--- src/rtl/axi_rd_dma.sv ---
// axi_rd_dma: AXI4 read-burst DMA master.
// Accepts a command (byte address and beat count). It splits the command into
// INCR bursts that never exceed MAX_BURST beats and never cross a 4 KB page.
// Only one burst is outstanding at a time. Returned R beats pass through a
// single registered valid/ready stage. out_last marks the final beat of the
// whole command.
//
// Ports:
//   clk, rst                 clock, asynchronous active-high reset
//   cmd_valid/ready/addr/len command request (addr low bits ignored)
//   m_ar*                    AXI read-address channel (master side)
//   m_r*                     AXI read-data channel (master side)
//   out_data/valid/ready/last  output beat stream
//   done                     one-cycle pulse once the last beat has been consumed
//   err                      sticky error flag, cleared on the next command accept
//
// Handshakes: a transfer happens on a rising clock edge where valid && ready.
// A valid, once raised, holds its payload stable until that transfer occurs.
module axi_rd_dma #(
  parameter int AXI_AWIDTH = 64,
  parameter int AXI_DWIDTH = 64,
  parameter int MAX_BURST  = 16,
  parameter int LEN_WIDTH  = 20
) (
  input  logic                  clk,
  input  logic                  rst,
  input  logic                  cmd_valid,
  output logic                  cmd_ready,
  input  logic [AXI_AWIDTH-1:0] cmd_addr,
  input  logic [LEN_WIDTH-1:0]  cmd_len,
  output logic [3:0]            m_arid,
  output logic [AXI_AWIDTH-1:0] m_araddr,
  output logic                  m_arvalid,
  input  logic                  m_arready,
  output logic [7:0]            m_arlen,
  output logic [2:0]            m_arsize,
  output logic [1:0]            m_arburst,
  input  logic [3:0]            m_rid,
  input  logic [AXI_DWIDTH-1:0] m_rdata,
  input  logic                  m_rvalid,
  output logic                  m_rready,
  input  logic                  m_rlast,
  input  logic [1:0]            m_rresp,
  output logic [AXI_DWIDTH-1:0] out_data,
  output logic                  out_valid,
  input  logic                  out_ready,
  output logic                  out_last,
  output logic                  done,
  output logic                  err
);

  localparam int BYTE_SIZE = AXI_DWIDTH / 8;
  localparam int SIZE_LOG2 = $clog2(BYTE_SIZE);
  localparam int BW        = $clog2(MAX_BURST) + 1;  // holds 1..MAX_BURST

  typedef enum logic [1:0] {IDLE, AR, DATA, DONE} state_t;

  state_t                state, state_nxt;
  logic [AXI_AWIDTH-1:0] addr;       // start address of the next burst
  logic [LEN_WIDTH-1:0]  remaining;  // beats not yet requested on AR
  logic [BW-1:0]         beat_cnt;   // beats still expected in current burst

  logic                  ar_fire, r_fire, load_ar;
  logic [AXI_AWIDTH-1:0] cmd_addr_al, src_addr;
  logic [LEN_WIDTH-1:0]  src_rem;
  logic [BW-1:0]         next_beats;
  logic                  unused;

  // Beats of the next burst: limited by what is left, MAX_BURST and the
  // distance to the end of the 4 KB page (addr is beat aligned).
  function automatic logic [BW-1:0] burst_beats(input logic [AXI_AWIDTH-1:0] a,
                                                input logic [LEN_WIDTH-1:0]  rem);
    logic [12:0]          page;
    logic [LEN_WIDTH-1:0] b;
    page = (13'd4096 - {1'b0, a[11:0]}) >> SIZE_LOG2;
    b = LEN_WIDTH'(MAX_BURST);
    if (LEN_WIDTH'(page) < b) b = LEN_WIDTH'(page);
    if (rem < b) b = rem;
    return BW'(b);
  endfunction

  assign m_arid      = 4'd0;
  assign m_arsize    = 3'(SIZE_LOG2);
  assign m_arburst   = 2'b01;
  assign unused      = ^m_rid;
  assign cmd_addr_al = cmd_addr & ~AXI_AWIDTH'(BYTE_SIZE - 1);

  assign ar_fire = m_arvalid & m_arready;
  assign r_fire  = m_rvalid & m_rready;

  // Bursts are launched either straight from the command (IDLE) or from the
  // updated address/remaining registers (end of previous burst).
  assign src_addr   = (state == IDLE) ? cmd_addr_al : addr;
  assign src_rem    = (state == IDLE) ? cmd_len : remaining;
  assign next_beats = burst_beats(src_addr, src_rem);
  assign load_ar    = (state_nxt == AR) && (state != AR);

  always_ff @(posedge clk or posedge rst) begin
    if (rst) state <= IDLE;
    else     state <= state_nxt;
  end

  always_comb begin
    state_nxt = state;
    cmd_ready = 1'b0;
    m_rready  = 1'b0;
    case (state)
      IDLE: begin
        cmd_ready = 1'b1;
        if (cmd_valid) state_nxt = (cmd_len == '0) ? DONE : AR;
      end
      AR: if (ar_fire) state_nxt = DATA;
      DATA: begin
        // Accept a beat whenever the output register is empty or draining.
        m_rready = ~out_valid | out_ready;
        if (m_rvalid && m_rready && beat_cnt == BW'(1))
          state_nxt = (remaining != '0) ? AR : DONE;
      end
      DONE: if (!out_valid) state_nxt = IDLE;
      default: state_nxt = IDLE;
    endcase
  end

  always_ff @(posedge clk or posedge rst) begin
    if (rst) begin
      addr      <= '0;
      remaining <= '0;
      beat_cnt  <= '0;
      m_araddr  <= '0;
      m_arlen   <= '0;
      m_arvalid <= 1'b0;
      out_data  <= '0;
      out_valid <= 1'b0;
      out_last  <= 1'b0;
      done      <= 1'b0;
      err       <= 1'b0;
    end else begin
      done <= (state == DONE) && !out_valid;

      if (cmd_ready && cmd_valid) begin
        addr      <= cmd_addr_al;
        remaining <= cmd_len;
        err       <= 1'b0;
      end

      if (load_ar) begin
        m_araddr  <= src_addr;
        m_arlen   <= 8'(next_beats - BW'(1));
        m_arvalid <= 1'b1;
        beat_cnt  <= next_beats;
      end else begin
        if (ar_fire) begin
          m_arvalid <= 1'b0;
          addr      <= addr + (AXI_AWIDTH'(beat_cnt) << SIZE_LOG2);
          remaining <= remaining - LEN_WIDTH'(beat_cnt);
        end
        if (r_fire) beat_cnt <= beat_cnt - BW'(1);
      end

      if (r_fire) begin
        out_data  <= m_rdata;
        out_valid <= 1'b1;
        out_last  <= (beat_cnt == BW'(1)) && (remaining == '0);
        // The beat count ends the burst; rlast is only cross-checked.
        if (m_rresp != 2'b00 || (m_rlast != (beat_cnt == BW'(1))))
          err <= 1'b1;
      end else if (out_valid && out_ready) begin
        out_valid <= 1'b0;
        out_last  <= 1'b0;
      end
    end
  end

endmodule
--- config.mk ---
export PLATFORM = sky130hd
export DESIGN_NAME = axi_rd_dma
export DESIGN_NICKNAME = d
export VERILOG_FILES = /design/src/rtl/axi_rd_dma.sv
export SDC_FILE = /design/constraint.sdc
export NUM_CORES = 1
export LEC_CHECK = 0
export CAP_MARGIN = 20
export CORE_UTILIZATION = 50
export DETAILED_ROUTE_END_ITERATION = 8
export HOLD_SLACK_MARGIN = 0.15
export PLACE_DENSITY_LB_ADDON = 0.1
export SLEW_MARGIN = 20
export SYNTH_ARGS = -nofsm -noshare
export SYNTH_HDL_FRONTEND = slang
export SYNTH_SLANG_ARGS = --single-unit
--- constraint.sdc ---
create_clock -name clk -period 19.7 [get_ports clk]
set_input_delay 4.925 -clock clk [delete_from_list [all_inputs] [get_ports clk]]
set_output_delay 4.925 -clock clk [all_outputs]
set_load 0.01 [all_outputs]
==> results.toml, run 1 <==
[setup_path]
endpoint_kind = "output port"
r2r_cells = 17
required_ps = 14780
cpMaxStageDelayCell = "clkdlybuf4s50_1"
worstPathCellList = "clkdlybuf4s50_1 -> nand2b_1 -> and3_1 -> clkdlybuf4s50_1"
setup.worst_path.end = "m_rready"
critical_path_depth = 4
start_kind = "primary input"
cp-startpoint = "out_ready"
crit_family = "buffers and inverters"
crit_top_cell = "clkdlybuf4s50_1"
r2r_slack_ps = 14310
worst_path_largest_cell_delay_ps = 560
path_class = "in -> out"
cp_max_fo = 4
crit_buf_inv = 2
r2r_start = "state[1]"
critPathArrivalTime_ps = 6350
rr_endpoint = "m_arlen[4]"

[grt]
grt_pass1_wl_um = 56300
grt_usage = 0.287
grt-ovfl-total = 0
use_met3 = 0.0575
grt_max_degree = 107
met2_usage = 0.475
top_usage_layer = "met2"
antenna_found_initial = 0
met1_usage = 0.386
grt_pass1_vias = 10828

[sta]
max_freq_mhz = 88.7
clock_skew_ps = 12.9
whs_ps = 473
report.final.hold_viol_count = 0
rsz0062_at_grt = "false"
period_share = 0.572
tns_ps = 0
relSlewSlack = 0.249
maxSlewViolCount = 0
worst_pin_slew_ps = 1110
setup_violations = 0
min_period_ps = 11270

[final_layout]
diodes = 0
fin_cells = 1988
final_nets = 1841
stdcell_area_um2 = 15900
n_fill_cell = 1984
areaGrowthSynthToFinish_pct = 32.1
drive_above_1_share = 0.0491

[power_and_ir_drop]
cellPowerDensity_nw_per_um2 = 158
p_leak_nw = 6.88
ir_worst_vdd_mv = 0.0876
finalPower_mw = 2.51

[drt]
antenna_left = 0
wire_per_inst_um = 17.9
via_count = 11266
remaining_drc_errors = 0
via_per_inst = 5.67
dr.first_iter.drc_count = 860
wl_um = 35600
drtPass1Iterations = 5

[synthesis]
syn_inst = 1400
yosys.area_share.simple = 0.270
ys_warn_count = 0
synthXorXnorAreaFrac = 0.0102
async_reset_ff_frac = 1.00
ys_ff_latch = 230
synthFlopType = "dfrtp_1"
synth_compound_area_frac = 0.158
muxShareOfSynthArea = 0.0137
synth_cell_types = 80
synth_top_family_by_area = "simple AND/OR/NAND/NOR gates"
synth_top_area_cell = "dfrtp_1"
yosys.area.top_type_share = 0.478
postSynthAreaPerCell_um2 = 8.60
yosys-top-cells-area = "dfrtp_1 (48%), nand2_1 (12%), nor2_1 (4.9%), a211oi_1 (3.6%), a31oi_1 (3.3%)"
synthAdderAreaFrac = 0.0262
seq_area_frac_synth = 0.478
synth.cell_area_um2 = 12000
synth_edf_count = 0

[floorplanning]
start_util = 0.511
dieHeight_um = 157
core-area_um2 = 23500
row_count = 56
fp.dieArea_um2 = 24700
die_width_um = 157
top_level_ports = 313

[clock_tree]
cts_setup_buffers = 0
clk_latency_ps = 530
clockBufferDepth = 3
cts_root_buf = "clkbuf_16"
cts_tree = "built"
clk_pin_slew_ps = 60
clkSinkCount = 230
post_cts_resized = 0
hold_buffers = 0
htree_levels = 1
numCtsBuffers = 25

[hold_path]
hold_path.class = "reg -> reg"
hold_path_startpoint = "out_data[32]"

[place]
dp_cells = 1948
post-dp-hpwl_um = 24400
postPlaceCellArea_um2 = 15200
portBuffers = 296
gp_congestion = 0.909

[job]
max_cap_violations = 0

[outcome]
outcome = "finished, final reports clean"
## Yosys cell counts (all sizes together), types with 6 or more instances
cell	n
mux2i	12
buf	35
and2	18
a31oi	64
nor4	14
dfrtp	230
nand2b	10
nand3	24
clkbuf	56
ha	22
xnor2	12
a21oi	41
and4	14
nor2	159
nand4	9
a311oi	20
inv	24
o21ai	44
a211oi	62
a21o	6
and3	32
nand2	372
nor3	41
## registers in the layout (all words and copies together), names as in the netlist, 2 cells and up
| name | flops |
|---|---|
| m_araddr | 64 |
| addr | 64 |
| m_arlen | 6 |
| remaining | 20 |
| out_data | 64 |
| state | 2 |
| beat_cnt | 5 |
## power by group
part / internal, mW / switching [mW] / leakage [nW]
Combinational: 0.557 / 0.620 / 3.82
Sequential: 0.701 / 0.196 / 2.70
Clock: 0.246 / 0.188 / 0.361
Total: 1.50 / 1.00 / 6.88
## per-layer routing
metal	vias to the layer above	wire length, µm
met3	61	2590
met2	429	17200
li1	5370	-
met5	-	0
met1	5406	15000
met4	0	833
## cells in the final DEF (no fill, tap or decap), types with 4 or more instances in the layout
| cell | Yosys | final |
|---|---|---|
| and4_1 | 14 | 14 |
| buf_4 | 13 | 12 |
| nand4_1 | 9 | 9 |
| conb_1 | 2 | 14 |
| o21a_1 | 4 | 4 |
| nor3b_1 | 5 | 4 |
| nor2b_1 | 5 | 5 |
| o211ai_1 | 5 | 5 |
| clkbuf_8 | 0 | 4 |
| nor3_1 | 37 | 37 |
| and2_1 | 18 | 17 |
| inv_1 | 23 | 22 |
| a311oi_1 | 20 | 20 |
| dfrtp_1 | 230 | 230 |
| a21oi_1 | 40 | 40 |
| xnor2_1 | 12 | 12 |
| clkbuf_1 | 56 | 7 |
| ha_1 | 22 | 22 |
| nand2b_1 | 10 | 10 |
| clkbuf_16 | 0 | 25 |
| nor2_1 | 156 | 155 |
| o21ai_0 | 41 | 41 |
| nand3_1 | 23 | 23 |
| clkdlybuf4s50_1 | 0 | 296 |
| nor4_1 | 12 | 12 |
| a21o_1 | 6 | 6 |
| a31oi_1 | 64 | 64 |
| a211oi_1 | 58 | 58 |
| or4_1 | 4 | 4 |
| and3_1 | 31 | 31 |
| mux2i_1 | 12 | 12 |
| nand2_1 | 372 | 370 |
## worst min-delay path by stage
| stage | end | slack [ps] | cells past startpoint |
|---|---|---|---|
| 2_1_floorplan | addr[38] | 460 | 1 |
| 3_3_place_gp | out_data[43] | 460 | 2 |
| 3_5_place_dp | out_data[13] | 460 | 2 |
| 4_1_cts | out_data[43] | 480 | 2 |
| 5_1_grt | m_arlen[3] | 490 | 1 |
| 6_report | out_data[32] | 470 | 2 |
## kinds of logic after synthesis
group,after synthesis
and+or+nand+nor,721
AOI/OAI and AO/OA,279
DFF,230
buffers and inverters,115
adders and majority gates,24
muxes,15
xor gates and xnor gates,14
other,2
## final cells by class
type | instances | area (µm²) | share of cell area
Clock buffer | 36 | 707 | 0.0445
Tap cell | 319 | 399 | 0.0251
Multi-Input combinational cell | 1067 | 5860 | 0.369
Inverter | 24 | 97.6 | 0.00614
Sequential cell | 230 | 5760 | 0.362
Clock inverter | 4 | 23.8 | 0.00150
Timing Repair Buffer | 308 | 3050 | 0.192
## worst min-delay path, delay by kind of cell (launching register included)
family	cells	cell delay [ps]
DFF	1	340
and+or+nand+nor	2	100
## through the flow
stage	setup WS, ps	util
3_5_place_dp	8440	0.644
4_1_cts	8420	0.675
2_1_floorplan	8470	-
6_report	8430	0.675
5_1_grt	8330	0.675
3_3_place_gp	8440	0.644
Note: power is estimated with default switching activity, not from simulation.
==> run 2, diff against run 1 <==
==> constraint.sdc (replaced) <==
create_clock -name clk -period 11.74 [get_ports clk]
set_input_delay 2.935 -clock clk [delete_from_list [all_inputs] [get_ports clk]]
set_output_delay 2.935 -clock clk [all_outputs]
set_load 0.01 [all_outputs]
==> run 2 against run 1 <==
Compared with the run above:
- global-route usage increased by 0.29 points
- total power increased by 71%
- worst hold slack got worse by 2.6 ps
- clock-buffer cell count increased by 3
- non-clock buffer count increased by 1
- first-iteration DRC count increased by 3.4%
- clock skew increased by 0.71 ps
- via count decreased by 0.13%
- critical path type unchanged
- largest cell class unchanged
==> results.toml, run 2 (synthesis gave the netlist of run 1 again) <==
[sta]
report.final.hold_viol_count = 0
worst_pin_slew_ps = 911
min_period_ps = 7310
maxSlewViolCount = 0
whs_ps = 471
relSlewSlack = 0.390
clock_skew_ps = 13.7
setup_violations = 0
max_freq_mhz = 137
rsz0062_at_grt = "false"
tns_ps = 0
period_share = 0.623

[power_and_ir_drop]
cellPowerDensity_nw_per_um2 = 268
p_leak_nw = 6.94
p_switching_mw = 1.71
combPwrFrac = 0.464
clockPowerShare = 0.187
power.internal_mw = 2.59
switching_share = 0.398
pwr-share-seq = 0.350
ir_worst_vdd_mv = 0.157

[grt]
grt-ovfl-total = 0
antenna_found_initial = 0
grt_usage = 0.290
grt_max_degree = 98
grt_pass1_wl_um = 57000
grt_pass1_vias = 11025

[final_layout]
n_fill_cell = 1963
areaGrowthSynthToFinish_pct = 33.0
largest_registers = "addr x64, m_araddr x64, out_data x64"
drive_above_1_share = 0.0538
final_common_cell = "nand2_1"
diodes = 0
multi_input_area_um2 = 5860
mostFrequentLayoutCells = "nand2_1 (370), clkdlybuf4s50_1 (296), dfrtp_1 (230), nor2_1 (155), a31oi_1 (64)"
final_nets = 1843
register_area_um2 = 5760

[clock_tree]
clkSinkCount = 230
cts_tree = "built"
clk_pin_slew_ps = 60
htree_levels = 1
clk_latency_ps = 540
cts_setup_buffers = 0
post_cts_resized = 0
numCtsBuffers = 26
cts_root_buf = "clkbuf_16"
clockBufferDepth = 3
hold_buffers = 0

[setup_path]
cpMaxStageDelayCell = "clkdlybuf4s50_1"
path_class = "in -> out"
crit_top_cell = "clkdlybuf4s50_1"
endpoint_kind = "output port"
start_kind = "primary input"
crit_family = "buffers and inverters"
critPathArrivalTime_ps = 4380
required_ps = 8810
cp_max_fo = 4
r2r_slack_ps = 6390
worstPathCellList = "clkdlybuf4s50_1 -> nand2b_1 -> and3_1 -> clkdlybuf4s50_1"
worst_path_largest_cell_delay_ps = 580
crit_buf_inv = 2

[job]
max_cap_violations = 0

[outcome]
outcome = "finished, final reports clean"

[drt]
wl_um = 35800
dr.first_iter.drc_count = 889
via_per_inst = 5.65
antenna_left = 0
drtPass1Iterations = 6
remaining_drc_errors = 0
via_count = 11251
wire_per_inst_um = 18.0

[hold_path]
hold_path.class = "reg -> reg"

[floorplanning]
start_util = 0.511
dieHeight_um = 157
die_width_um = 157
row_count = 56
top_level_ports = 313
core-area_um2 = 23500
fp.dieArea_um2 = 24700

[place]
portBuffers = 296
post-dp-hpwl_um = 24600
gp_congestion = 0.912
## run 2: cell count changes in the layout (fill, tap and decap cells not counted), sizes merged
cell      before  now
clkbuf        36   39
clkinvlp       0    1
inv           25   24
buf           12   13
## run 2: final cells by class
cell class | instances | share of cell area
Multi-Input combinational cell | 1067 | 0.366
Sequential cell | 230 | 0.359
Timing Repair Buffer | 309 | 0.192
Clock buffer | 39 | 0.0506
Tap cell | 319 | 0.0249
Inverter | 24 | 0.00610
Clock inverter | 4 | 0.00141
## run 2: stage by stage
| stage | utilization | cell area, µm² | worst slack (ps) | power, mW | instances |
|---|---|---|---|---|---|
| CTS | 0.679 | 16000 | 4430 | 4.30 | 1991 |
| finish | 0.680 | 16000 | 4430 | 4.29 | 1992 |
| global placement | 0.644 | 15200 | 4450 | 3.41 | 1948 |
| detailed placement | 0.644 | 15200 | 4440 | 3.48 | 1948 |
| floorplan | - | 12100 | 2500 | 2.60 | 1412 |
| global route | 0.680 | 16000 | 4350 | 4.59 | 1992 |
## run 2: worst paths after layout
check | start | end | cells past startpoint
worst max register to register | state[1] | m_arlen[4] | 17
worst min register to register | out_data[26] | out_data[26] | 2
max in group asynchronous | rst | addr[57] | 3
min in group asynchronous | rst | out_data[46] | 2
worst max-delay path | out_ready | m_rready | 4
worst min-delay path | out_data[26] | out_data[26] | 2
## run 2: worst reg2reg max path: stages, from the launching register on
cell	delay (ps)
dfrtp_1	560
or2_1	300
buf_4	260
inv_2	510
nand4_1	370
a211oi_1	390
inv_1	110
ha_1	290
o211ai_1	90
or4_1	400
o211ai_1	740
mux2i_1	350
ha_1	280
nand3_1	130
xnor2_1	180
nor3_1	60
a21oi_1	150
nand2_1	70
## run 2: per-layer routing
layer  GRT usage  vias to the layer above  wire length (µm)
met1       0.381                     5361             15000
met5           0                        -                 0
met2       0.478                      436             17000
met4      0.0989                        0               939
li1            -                     5377                 -
met3      0.0589                       77              2780
## run 2: power groups by stage
stage | clock, mW | sequential (mW) | combinational [mW]
finish | 0.802 | 1.50 | 1.99
global route | 0.844 | 1.55 | 2.20
floorplan | 0 | 1.54 | 1.06
detailed placement | 0 | 1.50 | 1.98
CTS | 0.812 | 1.49 | 1.99
global placement | 0 | 1.49 | 1.92
